<file path="src/rtl/nibble_serial_addsub_ctrl.sv">
// Nibble-serial W-bit add/subtract sequencer built around one shared 4-bit ripple-carry slice.
// Processes one nibble per clock, LSB nibble first, and chains the carry through a register.

module RCA_nbit #(
    parameter int n = 4
) (
    input  logic [n-1:0] x,
    input  logic [n-1:0] y,
    input  logic         cin,
    output logic [n-1:0] sum,
    output logic         cout
);
    logic carry;

    always_comb begin
        sum   = '0;
        carry = cin;
        for (int unsigned i = 0; i < n; i++) begin
            sum[i] = x[i] ^ y[i] ^ carry;
            carry  = (x[i] & y[i]) | (carry & (x[i] ^ y[i]));
        end
        cout = carry;
    end
endmodule

module nibble_serial_addsub_ctrl #(
    parameter int NIBBLES = 4
) (
    input  logic                 clk,
    input  logic                 rst_n,
    input  logic                 start,
    input  logic                 add_n,
    input  logic [4*NIBBLES-1:0] a,
    input  logic [4*NIBBLES-1:0] b,
    output logic                 busy,
    output logic                 done,
    output logic [4*NIBBLES-1:0] result,
    output logic                 cout,
    output logic                 ovf
);
    localparam int W     = 4 * NIBBLES;
    localparam int IDX_W = (NIBBLES > 1) ? $clog2(NIBBLES) : 1;

    typedef enum logic [1:0] {
        IDLE = 2'd0,
        RUN  = 2'd1,
        DONE = 2'd2
    } state_t;

    state_t          state, state_next;
    logic [W-1:0]    a_sr, b_sr, acc, acc_next;
    logic [IDX_W-1:0] idx;
    logic            carry_r, op_r, sa, sb;
    logic [3:0]      slice_y, sum4;
    logic            slice_cout;
    logic            accept, last;

    assign accept  = start && (state != RUN);
    assign last    = (idx == IDX_W'(NIBBLES - 1));
    assign slice_y = b_sr[3:0] ^ {4{op_r}};

    RCA_nbit #(.n(4)) u_slice (
        .x    (a_sr[3:0]),
        .y    (slice_y),
        .cin  (carry_r),
        .sum  (sum4),
        .cout (slice_cout)
    );

    // A single-nibble build has no upper accumulator bits to shift down.
    generate
        if (NIBBLES == 1) begin : g_acc_single
            assign acc_next = sum4;
        end else begin : g_acc_multi
            assign acc_next = {sum4, acc[W-1:4]};
        end
    endgenerate

    always_ff @(posedge clk or negedge rst_n) begin
        if (!rst_n) state <= IDLE;
        else        state <= state_next;
    end

    always_comb begin
        state_next = state;
        busy       = 1'b0;
        done       = 1'b0;
        case (state)
            IDLE: if (start) state_next = RUN;
            RUN: begin
                busy = 1'b1;
                if (last) state_next = DONE;
            end
            DONE: begin
                done       = 1'b1;
                state_next = start ? RUN : IDLE;
            end
            default: state_next = IDLE;
        endcase
    end

    always_ff @(posedge clk or negedge rst_n) begin
        if (!rst_n) begin
            a_sr    <= '0;
            b_sr    <= '0;
            acc     <= '0;
            idx     <= '0;
            carry_r <= 1'b0;
            op_r    <= 1'b0;
            sa      <= 1'b0;
            sb      <= 1'b0;
            result  <= '0;
            cout    <= 1'b0;
            ovf     <= 1'b0;
        end else if (accept) begin
            a_sr    <= a;
            b_sr    <= b;
            op_r    <= add_n;
            carry_r <= add_n;
            idx     <= '0;
            sa      <= a[W-1];
            sb      <= b[W-1];
        end else if (state == RUN) begin
            carry_r <= slice_cout;
            a_sr    <= a_sr >> 4;
            b_sr    <= b_sr >> 4;
            acc     <= acc_next;
            idx     <= idx + IDX_W'(1);
            if (last) begin
                result <= acc_next;
                cout   <= slice_cout;
                ovf    <= (sa == (sb ^ op_r)) && (sum4[3] != sa);
            end
        end
    end
endmodule

</file>
<file path="config.mk">
export PLATFORM = sky130hd
export DESIGN_NAME = nibble_serial_addsub_ctrl
export DESIGN_NICKNAME = d
export VERILOG_FILES = /design/src/rtl/nibble_serial_addsub_ctrl.sv
export SDC_FILE = /design/constraint.sdc
export NUM_CORES = 1
export LEC_CHECK = 0
export CAP_MARGIN = 20
export CORE_MARGIN = 5
export CORE_UTILIZATION = 50
export CTS_BUF_LIST = sky130_fd_sc_hd__clkbuf_2
export DETAILED_ROUTE_END_ITERATION = 7
export PLACE_DENSITY = 0.76
export SYNTH_ARGS = -nofsm -noshare
export SYNTH_HDL_FRONTEND = slang
export SYNTH_SLANG_ARGS = --single-unit
</file>
<file path="constraint.sdc">
create_clock -name clk -period 4.9 [get_ports clk]
set_clock_uncertainty 0.15 [all_clocks]
set_input_delay 0.98 -clock clk [delete_from_list [all_inputs] [get_ports clk]]
set_output_delay 0.98 -clock clk [all_outputs]
set_load 0.05 [all_outputs]
</file>
After elaboration in Yosys (flattened, before gate mapping)

Cells that the tools add are included.

Bits of input ports: 36
Output and inout bits: 20
Bits in registers: 74
Word-level logic and storage cells: 65

Reductions and logical operators: 7
Bitwise operators: 23
Muxes and demuxes: 14
Equality and inequality tests: 8
$add $sub $neg: 1

Operator list:

| cell                                                   | count |
|---|---|
| two-way mux 16 bit                                     | 4 |
| bitwise XOR 1 bit                                      | 9 |
| AND 1 bit                                              | 8 |
| two-way mux 2 bit                                      | 4 |
| one-hot mux 2 bit (3 select lines)                     | 1 |
| two-way mux 1 bit                                      | 5 |
| equality test 2 bit (second input constant)            | 2 |
| inequality test 2 bit (second input constant)          | 2 |
| bitwise OR 1 bit                                       | 4 |
| AND reduction 2 bit                                    | 2 |
| bitwise XOR 4 bit                                      | 1 |
| AND reduction 3 bit                                    | 1 |
| adder 2 x 1 -> 2 bit (second input constant)           | 1 |
| equality test 2 x 1 -> 1 bit (second input constant)   | 1 |
| logical AND 1 bit                                      | 2 |
| zero test 2 bit                                        | 1 |
| inequality test 2 x 1 -> 1 bit (second input constant) | 1 |
| nonzero test 2 bit                                     | 1 |
| equality test 1 bit                                    | 1 |
| inequality test 1 bit                                  | 1 |
| NOT 1 bit                                              | 1 |

Logic depth before layout (Yosys ltp)

Gate-level depths: netlist (run 1).

Word-level depth: 12
Depth in mapped cells: 12
Gate-level depth less buffers: 11

Hierarchy

A second synthesis (run 1) with hierarchy kept.

Cell total of the unflattened synthesis: 271
Area total of the unflattened synthesis: 3089.2 um2

Modules (own cells, without submodules):

| module                    | times used | cells an instance | area an instance (um2) | seq. area each (um2) |
|---|---|---|---|---|
| nibble_serial_addsub_ctrl | 1          | 257               | 2971.6                 | 1751.7 |
| RCA_nbit                  | 1          | 14                | 117.6                  | 0.0 |

Worst setup path before layout (run 1)

Ideal clock, no wire load.

Kind: register to register
Start: register op_r
End: register ovf
Library setup time: 0.127 ns
Path buffers: 1
Clock period less this slack: 2.680 ns
Cell stages (with the launch flop): 13
Required time: 4.623 ns
Setup slack: 2.220 ns
Arrival time: 2.403 ns
Path through: dfrtp_1 -> buf_2 -> xnor2_1 -> fa_1 -> inv_1 -> fa_1 -> inv_1 -> fa_1 -> inv_1 -> fa_1 -> nor2b_1 -> mux2i_1 -> o21ai_0

Longest elaborated chain between the ends: 11
Elaborated cells between the ends (all ways): 19
Classes of those cells: 2 x eq/ne; 16 x bitwise; 1 x reduce/logical

RTL lines:

| item                    | RTL line | text |
|---|---|---|
| start, declared         | 53       | `logic carry_r, op_r, sa, sb;` |
| start signal, assigned  | 118      | `op_r <= add_n;` |
| bitwise XOR 4 bit *     | 60       | `assign slice_y = b_sr[3:0] ^ {4{op_r}};` |
| bitwise XOR 1 bit       | 20       | `carry = (x[i] & y[i]) \| (carry & (x[i] ^ y[i]));` |
| AND 1 bit               | 20       |  |
| bitwise OR 1 bit        | 20       |  |
| AND 1 bit               | 20       |  |
| bitwise OR 1 bit        | 20       |  |
| AND 1 bit               | 20       |  |
| bitwise OR 1 bit        | 20       |  |
| bitwise XOR 1 bit *     | 19       | `sum[i] = x[i] ^ y[i] ^ carry;` |
| via sum4[3]             | 54       | `logic [3:0] slice_y, sum4;` |
| inequality test 1 bit * | 132      | `ovf <= (sa == (sb ^ op_r)) && (sum4[3] != sa);` |
| logical AND 1 bit *     | 132      |  |
| end signal, assigned    | 132      |  |
| end, declared           | 39       | `output logic ovf` |

The timed path passes the listed nets; every way through them passes the cells marked *.
A chain may end at the register's enable or synchronous reset.

Worst setup path in the final report (run 1)

Start: register state[1]
End: output port busy

Longest elaborated chain between the ends: 2

RTL lines:

| item                         | RTL line | text |
|---|---|---|
| start, declared              | 50       | `state_t state, state_next;` |
| start signal, assigned       | 81       | `else state <= state_next;` |
| equality test 2 x 1 -> 1 bit | 88       | `case (state)` |
| two-way mux 1 bit            | 88       |  |
| end, declared                | 35       | `output logic busy,` |

Every way passes these cells.

==> results of run 1 <==
[worst max path at each step]
stage                       to  slack (ns)  cells after the start
4_1_cts                   busy        0.90                      3
6_report                  busy        0.97                      3
3_3_place_gp              busy        1.53                      3
3_5_place_dp              busy        1.47                      3
5_1_grt                   busy        0.73                      3
2_1_floorplan  ovf$_DFFE_PN0P_        2.22                     12
[cells in the mapped netlist, drive strengths merged]
master,n
nor2b,2
fa,4
o22ai,1
nand2b,1
o21ai,32
inv,9
nor2,8
mux2i,34
mux2,18
nand3,1
nand3b,1
buf,16
nand2,63
ha,1
and2b,1
dfrtp,70
xor2,2
xnor2,3
[state kept, by name, summed over array words and instances, names as in the netlist]
signal / cells
carry_r: 1
a_sr: 16
b_sr: 16
result: 16
op_r: 1
idx: 2
sa: 1
sb: 1
state: 2
ovf: 1
acc: 12
cout: 1
[final cells by class]
| cell class | count | area [um2] | area share [%] |
|---|---|---|---|
| tap | 77 | 96.3 | 2.53 |
| inverter | 9 | 41.3 | 1.09 |
| sequential | 70 | 1750 | 46.1 |
| multi-input combinational | 172 | 1230 | 32.4 |
| clock buffer | 9 | 45.0 | 1.18 |
| timing repair buffer | 56 | 548 | 14.4 |
| clock inverter | 7 | 88.8 | 2.34 |
[where the power goes]
group / internal, mW / total (mW) / leakage [nW] / switching (mW)
Combinational: 0.504 / 1.21 / 0.910 / 0.710
Clock: 0.165 / 0.364 / 0.0753 / 0.199
Sequential: 0.829 / 0.992 / 0.883 / 0.162
[worst reg2reg max path, cell delays in order, from the launching register on]
cell and delay, ns:
dfrtp_1 0.52, xnor2_1 0.19, fa_1 0.38, inv_1 0.08
fa_1 0.15, inv_1 0.05, fa_1 0.36, inv_1 0.08
fa_1 0.46, nor2b_1 0.16, mux2i_1 0.11, o21ai_0 0.08
[cells by family (layout without fill, tap and decap cells)]
logic type	after synthesis	in the layout	share of synthesized area, %
AO/OA/AOI/OAI	33	33	5.23
flip-flops	70	70	55.0
XOR/XNOR	5	5	1.38
AND/OR/NAND/NOR	77	77	10.2
multiplexers	52	52	18.9
buffers and inverters	25	81	6.33
adder cells (fa/ha/maj)	5	5	2.91
[metrics by stage]
step	power, mW	setup WS [ns]
after global routing	2.78	0.730
final	2.57	0.969
after CTS	2.61	0.897
after global placement	2.19	1.53
after floorplan	1.98	2.22
after detailed placement	2.24	1.47
[layer usage]
| layer | track usage (%) | part of all wire [%] |
|---|---|---|
| met5 | 0 | 0 |
| met4 | 3.78 | 1.0 |
| met3 | 6.51 | 7.4 |
| met2 | 23.5 | 46 |
| met1 | 19.4 | 45 |
[cell usage in the layout (no fill, tap or decap), types with 2 or more instances in the layout]
| master | synthesis | final |
|---|---|---|
| dfrtp_1 | 70 | 70 |
| nand2_1 | 62 | 62 |
| clkdlybuf4s50_1 | 0 | 53 |
| mux2i_1 | 34 | 34 |
| o21ai_0 | 24 | 24 |
| mux2_4 | 16 | 16 |
| clkbuf_2 | 0 | 9 |
| inv_1 | 8 | 8 |
| nor2_1 | 8 | 8 |
| o21ai_1 | 8 | 8 |
| fa_1 | 4 | 4 |
| xnor2_1 | 3 | 3 |
| xor2_1 | 2 | 2 |
| nor2b_1 | 2 | 2 |
| mux2_2 | 2 | 2 |
| bufinv_16 | 0 | 2 |
| clkinv_2 | 0 | 2 |
| clkinvlp_4 | 0 | 2 |
| buf_2 | 2 | 2 |
==> impl_results.md, run 1 <==
- Clock insertion delay at the later pin of the skew report: 0.47 ns
- Avg Inst Size Synth: 11.9 um2
- Initial antenna violation count: 0
- Top Ports: 56
- Yosys Warn Count: 0
- Hold buffer count at cts: 0
- Die H: 89.8 um
- CTS tree: yes
- Critical path class: reg2out
- CP peak stage delay: 0.89 ns
- Yosys reg bits: 70
- Max Slew Vio Count: 0
- Nets@finish: 359
- Pin count of the biggest net entering global routing: 72
- Final ANT Viol Nets: 0
- Core Region: 6280 um2
- Synth area leaders: dfrtp_1 55%, mux2i_1 11%, mux2_4 7.5%, nand2_1 7.3%, buf_6 4.2%
- Yosys top cell by area: dfrtp_1
- VDD IR-drop max: 0.474 mV
- Startpoint types: register
- Width of the die: 89.8 um
- Vias: 2010
- Vias in the first global route: 2117
- Accumulated negative setup slack: 0 ns
- DR pass1 iterations: 4
- CTS-repair resized insts: 0
- Filler-free cell count of the finished design: 400
- 1st-iter DRT viols: 76
- Post-CTS setup buffer count: 0
- Tightest Pin Transition: 1.06 ns
- # diodes: 0
- Final setup fails: 0
- Die footprint: 8060 um2
- Crit-path max FO: 71
- Post-layout min period: 3.93 ns
- DP HPWL: 3870 um
- Lkg Pwr: 1.87 nW
- Synth Instances: 267
- Initial Util: 50.7%
- Gpl congestion: 0.765
- GRT Total Usage: 15.1%
- Placed insts: 384
- Drt drc: 0
- DP Area: 3670 um2
- Row count: 29
- Synth top area share: 55.0%
- Pwr/cell area: 676 nW/um2
- Setup crit end kind: output port
- Hold WS: 0.338 ns
- Status: complete, no violations
- Slew headroom: 29.5%
- Syn nets: 308
- Clock Sink Count: 70
- Worst-path cell chain: nand2b_1, inv_8, clkdlybuf4s50_1
- Share of layout cells above drive strength 1: 12.1%
- Yosys cell types: 24
- Worst hold-check path type: in2async
- Root Driver: clkbuf_2
- Period Utilization, post-route: 80.2%
- H-tree depth: 3
- RSZ-0062 raised after global routing: false
- CP Buf/Inv Count: 2
- Reg2Reg Depth: 11
- Vias per inst: 5.03
- Final core occ: 60.6%
- Register area share after synthesis: 55.0%
- Max-cap violations: 0
- FILL cells: 526
- DRT Wirelength: 5530 um
- Design area: 3800 um2
- Top delay family on crit path: buffers and inverters
- Reg2Reg Setup Slack: 2.03 ns
- Port buffer count: 55
- Launch point of the critical path: state[1]$_DFFE_PN0P_
- Crit path DAT: 2.80 ns
- First-pass GRT wire length: 10000 um
- GRT Residual Overflow: 0
- Crit-path slowest cell: clkdlybuf4s50_1
- Worst EP required: 3.77 ns
- Cell Area, Synth: 3180 um2
- Clk slew on worst S/H paths: 0.18 ns
- Area Overhead vs Synth: 19.4%
- Wire per inst: 13.8 um
- FF-to-FF End: ovf$_DFFE_PN0P_
- Max Freq: 254 MHz
- Final hold vios: 0
- Num CTS Buffers: 9
- Max clock buf depth: 2
- Worst R2R Start: op_r$_DFFE_PN0P_
Power figures use the tool's default switching activity.
==> run 2, diff against run 1 <==
- CORE_UTILIZATION: 50 -> 49
- PLACE_DENSITY: 0.76 -> 0.78
- clock period: 4.9 -> 3.55 ns (I/O delays scaled with it)
==> impl_results.md, run 2 (same netlist as run 1, synthesis figures left out) <==
- Status: complete, no violations
- Vias per inst: 4.92
- Reg2Reg Setup Slack: 0.68 ns
- GRT Total Usage: 14.5%
- Setup crit end kind: output port
- VDD IR-drop max: 0.584 mV
- DR pass1 iterations: 4
- Max Freq: 313 MHz
- FILL cells: 529
- Die H: 90.6 um
- Pin count of the biggest net entering global routing: 72
- Width of the die: 90.6 um
- Final hold vios: 0
- Pwr/cell area: 894 nW/um2
- Gpl congestion: 0.847
- DRT Wirelength: 5580 um
- Initial Util: 50.1%
- Tightest Pin Transition: 0.729 ns
- CTS-repair resized insts: 0
- Worst hold-check path type: reg2reg
- Die footprint: 8210 um2
- Launch point of the critical path: state[1]$_DFFE_PN0P_
- Top flop regs: a_sr: 16 flops, b_sr: 16 flops, result: 16 flops
- Crit-path slowest cell: clkdlybuf4s50_1
- Startpoint types: register
- Top delay family on crit path: buffers and inverters
- Final setup fails: 0
- Accumulated negative setup slack: 0 ns
- Root Driver: clkbuf_2
- Max clock buf depth: 2
- RSZ-0062 raised after global routing: false
- Final core occ: 59.6%
- Total power: 3.39 mW
- Num CTS Buffers: 9
- First-pass GRT wire length: 9670 um
- Commonest non-fill, non-tap cell in the layout: dfrtp_1
- 1st-iter DRT viols: 90
- Worst R2R Start: op_r$_DFFE_PN0P_
- Critical path depth in cells: 3
- Clk slew on worst S/H paths: 0.16 ns
- Clock Sink Count: 70
- Post-layout min period: 3.19 ns
- Nets@finish: 364
- CTS tree: yes
- Port buffer count: 55
- Area Overhead vs Synth: 18.9%
- Worst-path cell chain: nand2b_1, inv_8, clkdlybuf4s50_1
- CP Buf/Inv Count: 2
- Hold WS: 0.342 ns
- Crit path DAT: 2.33 ns
- Max-cap violations: 0
- Vias in the first global route: 2043
- Slew headroom: 51.4%
- Max Slew Vio Count: 0
- CP peak stage delay: 0.89 ns
- Critical path class: reg2out
- Lkg Pwr: 1.87 nW
- Top Ports: 56
- GRT Residual Overflow: 0
- Most frequent cells in the layout: 70 x dfrtp_1, 62 x nand2_1, 53 x clkdlybuf4s50_1, 34 x mux2i_1, 24 x o21ai_0
- Vias: 1984
- Row count: 29
- Period Utilization, post-route: 89.9%
- Clock insertion delay at the later pin of the skew report: 0.47 ns
- FF-to-FF End: ovf$_DFFE_PN0P_
- DP HPWL: 3950 um
- Share of layout cells above drive strength 1: 12.0%
- Drt drc: 0
- Initial antenna violation count: 0
- # diodes: 0
- Core Region: 6350 um2
- Hold depth: 2
- Crit-path max FO: 71
- Final ANT Viol Nets: 0
- Reg2Reg Depth: 11
- H-tree depth: 3
- Worst EP required: 2.69 ns
- End of the critical path: busy
- Wire per inst: 13.8 um
run 2: changes by cell type in the layout (fill, tap and decap cells not counted), sizes merged:
cell         delta
clkinv          +1
clkbuf          +1
clkinvlp        -2
bufinv          -2
dlygate4sd3     +1
buf             +4
run 2: worst min-delay path: stages (launching register included):
cell     delay, ns
dfrtp_1       0.38
nand2_1       0.05
nand2_1       0.05
run 2: worst min-delay path by stage:
| stage | startpoint | to |
|---|---|---|
| final | acc[4]$_DFFE_PN0P_ | acc[4]$_DFFE_PN0P_ |
| after global routing | rst_n | result[4]$_DFFE_PN0P_ |
| after CTS | rst_n | result[0]$_DFFE_PN0P_ |
| after detailed placement | acc[6]$_DFFE_PN0P_ | acc[6]$_DFFE_PN0P_ |
| after global placement | acc[4]$_DFFE_PN0P_ | acc[4]$_DFFE_PN0P_ |
| after floorplan | rst_n | a_sr[0]$_DFFE_PN0P_ |
run 2: timing repair:
action | 4_1_cts | 5_1_grt
endpoints found under the hold margin | 0 | 4
hold buffers | 0 | 1
setup buffers | 0 | 0
run 2: metrics by stage:
step	instance area, um2	cells	setup WS (ns)
floorplan	3180	267	0.870
global placement	3690	387	0.813
detailed placement	3690	387	0.685
CTS	3760	401	0.318
global route	3790	403	0.198
finish	3790	403	0.359
run 2: routing by layer:
metal	part of all wire, %	routed length, um	GRT usage, %
met5	0	0	0
met1	44	2440	18.4
met4	1.0	57	3.72
met2	47	2650	22.6
met3	7.7	430	6.50
run 2: layout make-up:
type | instances | area (um2) | share of cell area, %
repair buffers | 61 | 601 | 15.9
clock buffers | 10 | 50.0 | 1.32
well taps | 77 | 96.3 | 2.54
multi-input cells | 172 | 1230 | 32.5
inverters | 9 | 41.3 | 1.09
flip-flops and latches | 70 | 1750 | 46.3
clock inverters | 4 | 16.3 | 0.429
run 2: power breakdown:
part,switching [mW],total [mW],internal (mW)
clock,0.245,0.325,0.0801
sequential,0.224,1.37,1.15
combinational,0.990,1.69,0.703
==> run 3, diff against run 2 <==
- CORE_ASPECT_RATIO: not set -> 0.6
- CORE_UTILIZATION: 49 -> 50
- DONT_BUFFER_PORTS: not set -> 1
- PLACE_DENSITY: 0.78 -> 0.68
==> impl_results.md, run 3 (same netlist as run 1, synthesis figures left out) <==
- Status: complete, no violations
- Launch point of the critical path: op_r$_DFFE_PN0P_
- Share of layout cells above drive strength 1: 12.6%
- Footprint of the multi-input gates: 1230 um2
- Vias: 1794
- Die H: 71.8 um
- 1st-iter DRT viols: 113
- Power share of the combinational group: 35.4%
- Crit-path max FO: 6
- Clock Sink Count: 70
- Initial antenna violation count: 0
- Filler-free cell count of the finished design: 353
- GRT Total Usage: 15.6%
- RSZ-0062 raised after global routing: false
- Lkg Pwr: 1.65 nW
- GRT Residual Overflow: 0
- Dpl ws: 0.681 ns
- CP dominant cell by count: fa_1
- Drt drc: 0
- Max-cap violations: 0
- Max clock buf depth: 2
- Vias per inst: 5.08
- Hold_sp: a[15]
- Max Freq: 347 MHz
- VDD IR-drop max: 0.503 mV
- Max Slew Vio Count: 0
- Slew headroom: 65.7%
- Final worst slack: 0.671 ns
- Hold buffer count at cts: 2
- CTS-repair resized insts: 0
- Most frequent cells in the layout: 70 x dfrtp_1, 62 x nand2_1, 34 x mux2i_1, 24 x o21ai_0, 16 x mux2_4
- Pin count of the biggest net entering global routing: 72
- Register share of total power: 54.0%
- Switching Share: 45.3%
- Area Overhead vs Synth: 1.89%
- Setup crit end kind: register
- Final hold vios: 0
- Accumulated negative setup slack: 0 ns
- Worst-path cell chain: xnor2_1, fa_1, inv_1, fa_1, inv_1, fa_1, inv_1, fa_1, nor2b_1, mux2i_1, o21ai_0
- Pwr/cell area: 979 nW/um2
- Wire per inst: 16.0 um
- Port buffer count: 0
- Hold WS: 0.204 ns
- Crit path DAT: 3.11 ns
- Width of the die: 113 um
- Num CTS Buffers: 9
- DRT Wirelength: 5650 um
- Placed insts: 336
- Clock insertion delay at the later pin of the skew report: 0.51 ns
- Clk slew on worst S/H paths: 0.16 ns
- Final ANT Viol Nets: 0
- H-tree depth: 3
- CTS tree: yes
- DP HPWL: 3700 um
- Core Region: 6140 um2
- Root Driver: clkbuf_2
- Worst EP required: 3.78 ns
- Reg2Reg Depth: 11
- Critical path class: reg2reg
- Final setup fails: 0
- Worst hold-check path type: in2reg
- Startpoint types: register
- Post-CTS setup buffer count: 0
- Gpl congestion: 0.751
- P_int: 1.74 mW
- # diodes: 0
- Top flop regs: a_sr: 16 flops, b_sr: 16 flops, result: 16 flops
- Period Utilization, post-route: 81.1%
- Storage cell area: 1750 um2
- First-pass GRT wire length: 9560 um
- Top Ports: 56
- Vias in the first global route: 1865
- Nets@finish: 306
- Hold depth: 1
- CP peak stage delay: 0.50 ns
- Crit-path slowest cell: dfrtp_1
- Final core occ: 52.9%
- Psw: 1.44 mW
- Tightest Pin Transition: 0.514 ns
- FILL cells: 551
- Row count: 22
- Die footprint: 8120 um2
- Clock share of power: 10.6%
- DR pass1 iterations: 4
- Worst R2R Start: op_r$_DFFE_PN0P_
- Initial Util: 51.9%
- Commonest non-fill, non-tap cell in the layout: dfrtp_1
- Post-layout min period: 2.88 ns
## run 3: cell count changes in the layout (fill, tap and decap cells not counted)
cell	previous run	this run
buf_12	1	0
buf_16	0	1
buf_2	2	0
buf_4	4	1
clkbuf_2	10	11
clkdlybuf4s50_1	53	0
clkinv_1	3	4
clkinv_2	1	0
## run 3: worst paths after layout
check | end | slack, ns
max | ovf$_DFFE_PN0P_ | 0.67
min | sa$_DFFE_PN0P_ | 0.20
max reg2reg | ovf$_DFFE_PN0P_ | 0.67
min reg2reg | b_sr[6]$_DFFE_PN0P_ | 0.35
max in group asynchronous | a_sr[8]$_DFFE_PN0P_ | 2.38
min in group asynchronous | state[1]$_DFFE_PN0P_ | 0.57
## run 3: worst max-delay path, delay by kind of cell (launching register included)
kind	cells	cell delay, ns
buffers and inverters	3	0.21
xor gates and xnor gates	1	0.19
adders and majority gates	4	1.36
muxes	1	0.11
DFF	1	0.50
and+or+nand+nor	1	0.16
AOI/OAI and AO/OA	1	0.08
## run 3: layer usage
metal	part of all wire (%)	track usage (%)	up-vias
li1	-	-	874
met4	1.3	5.20	0
met5	0	0	-
met2	41	20.8	37
met1	49	21.0	876
met3	8.5	9.28	7
## run 3: area by class of cell
class | count | share of cell area [%]
clock inverter | 4 | 0.463
tap | 84 | 3.24
sequential | 70 | 54.0
clock buffer | 11 | 1.70
multi-input combinational | 172 | 37.9
timing repair buffer | 3 | 1.39
inverter | 9 | 1.27
## run 3: power groups by stage
stage	clock network, mW	logic (mW)	registers, mW
global route	0.398	1.30	1.77
global placement	0	1.09	1.73
detailed placement	0	1.12	1.74
finish	0.338	1.13	1.71
floorplan	0	1.08	1.65
CTS	0.360	1.15	1.72
## run 3: through the flow
stage / instance area [um2] / total power, mW
floorplan: 3180 / 2.73
global placement: 3140 / 2.82
detailed placement: 3140 / 2.86
CTS: 3240 / 3.23
global route: 3240 / 3.47
finish: 3240 / 3.18
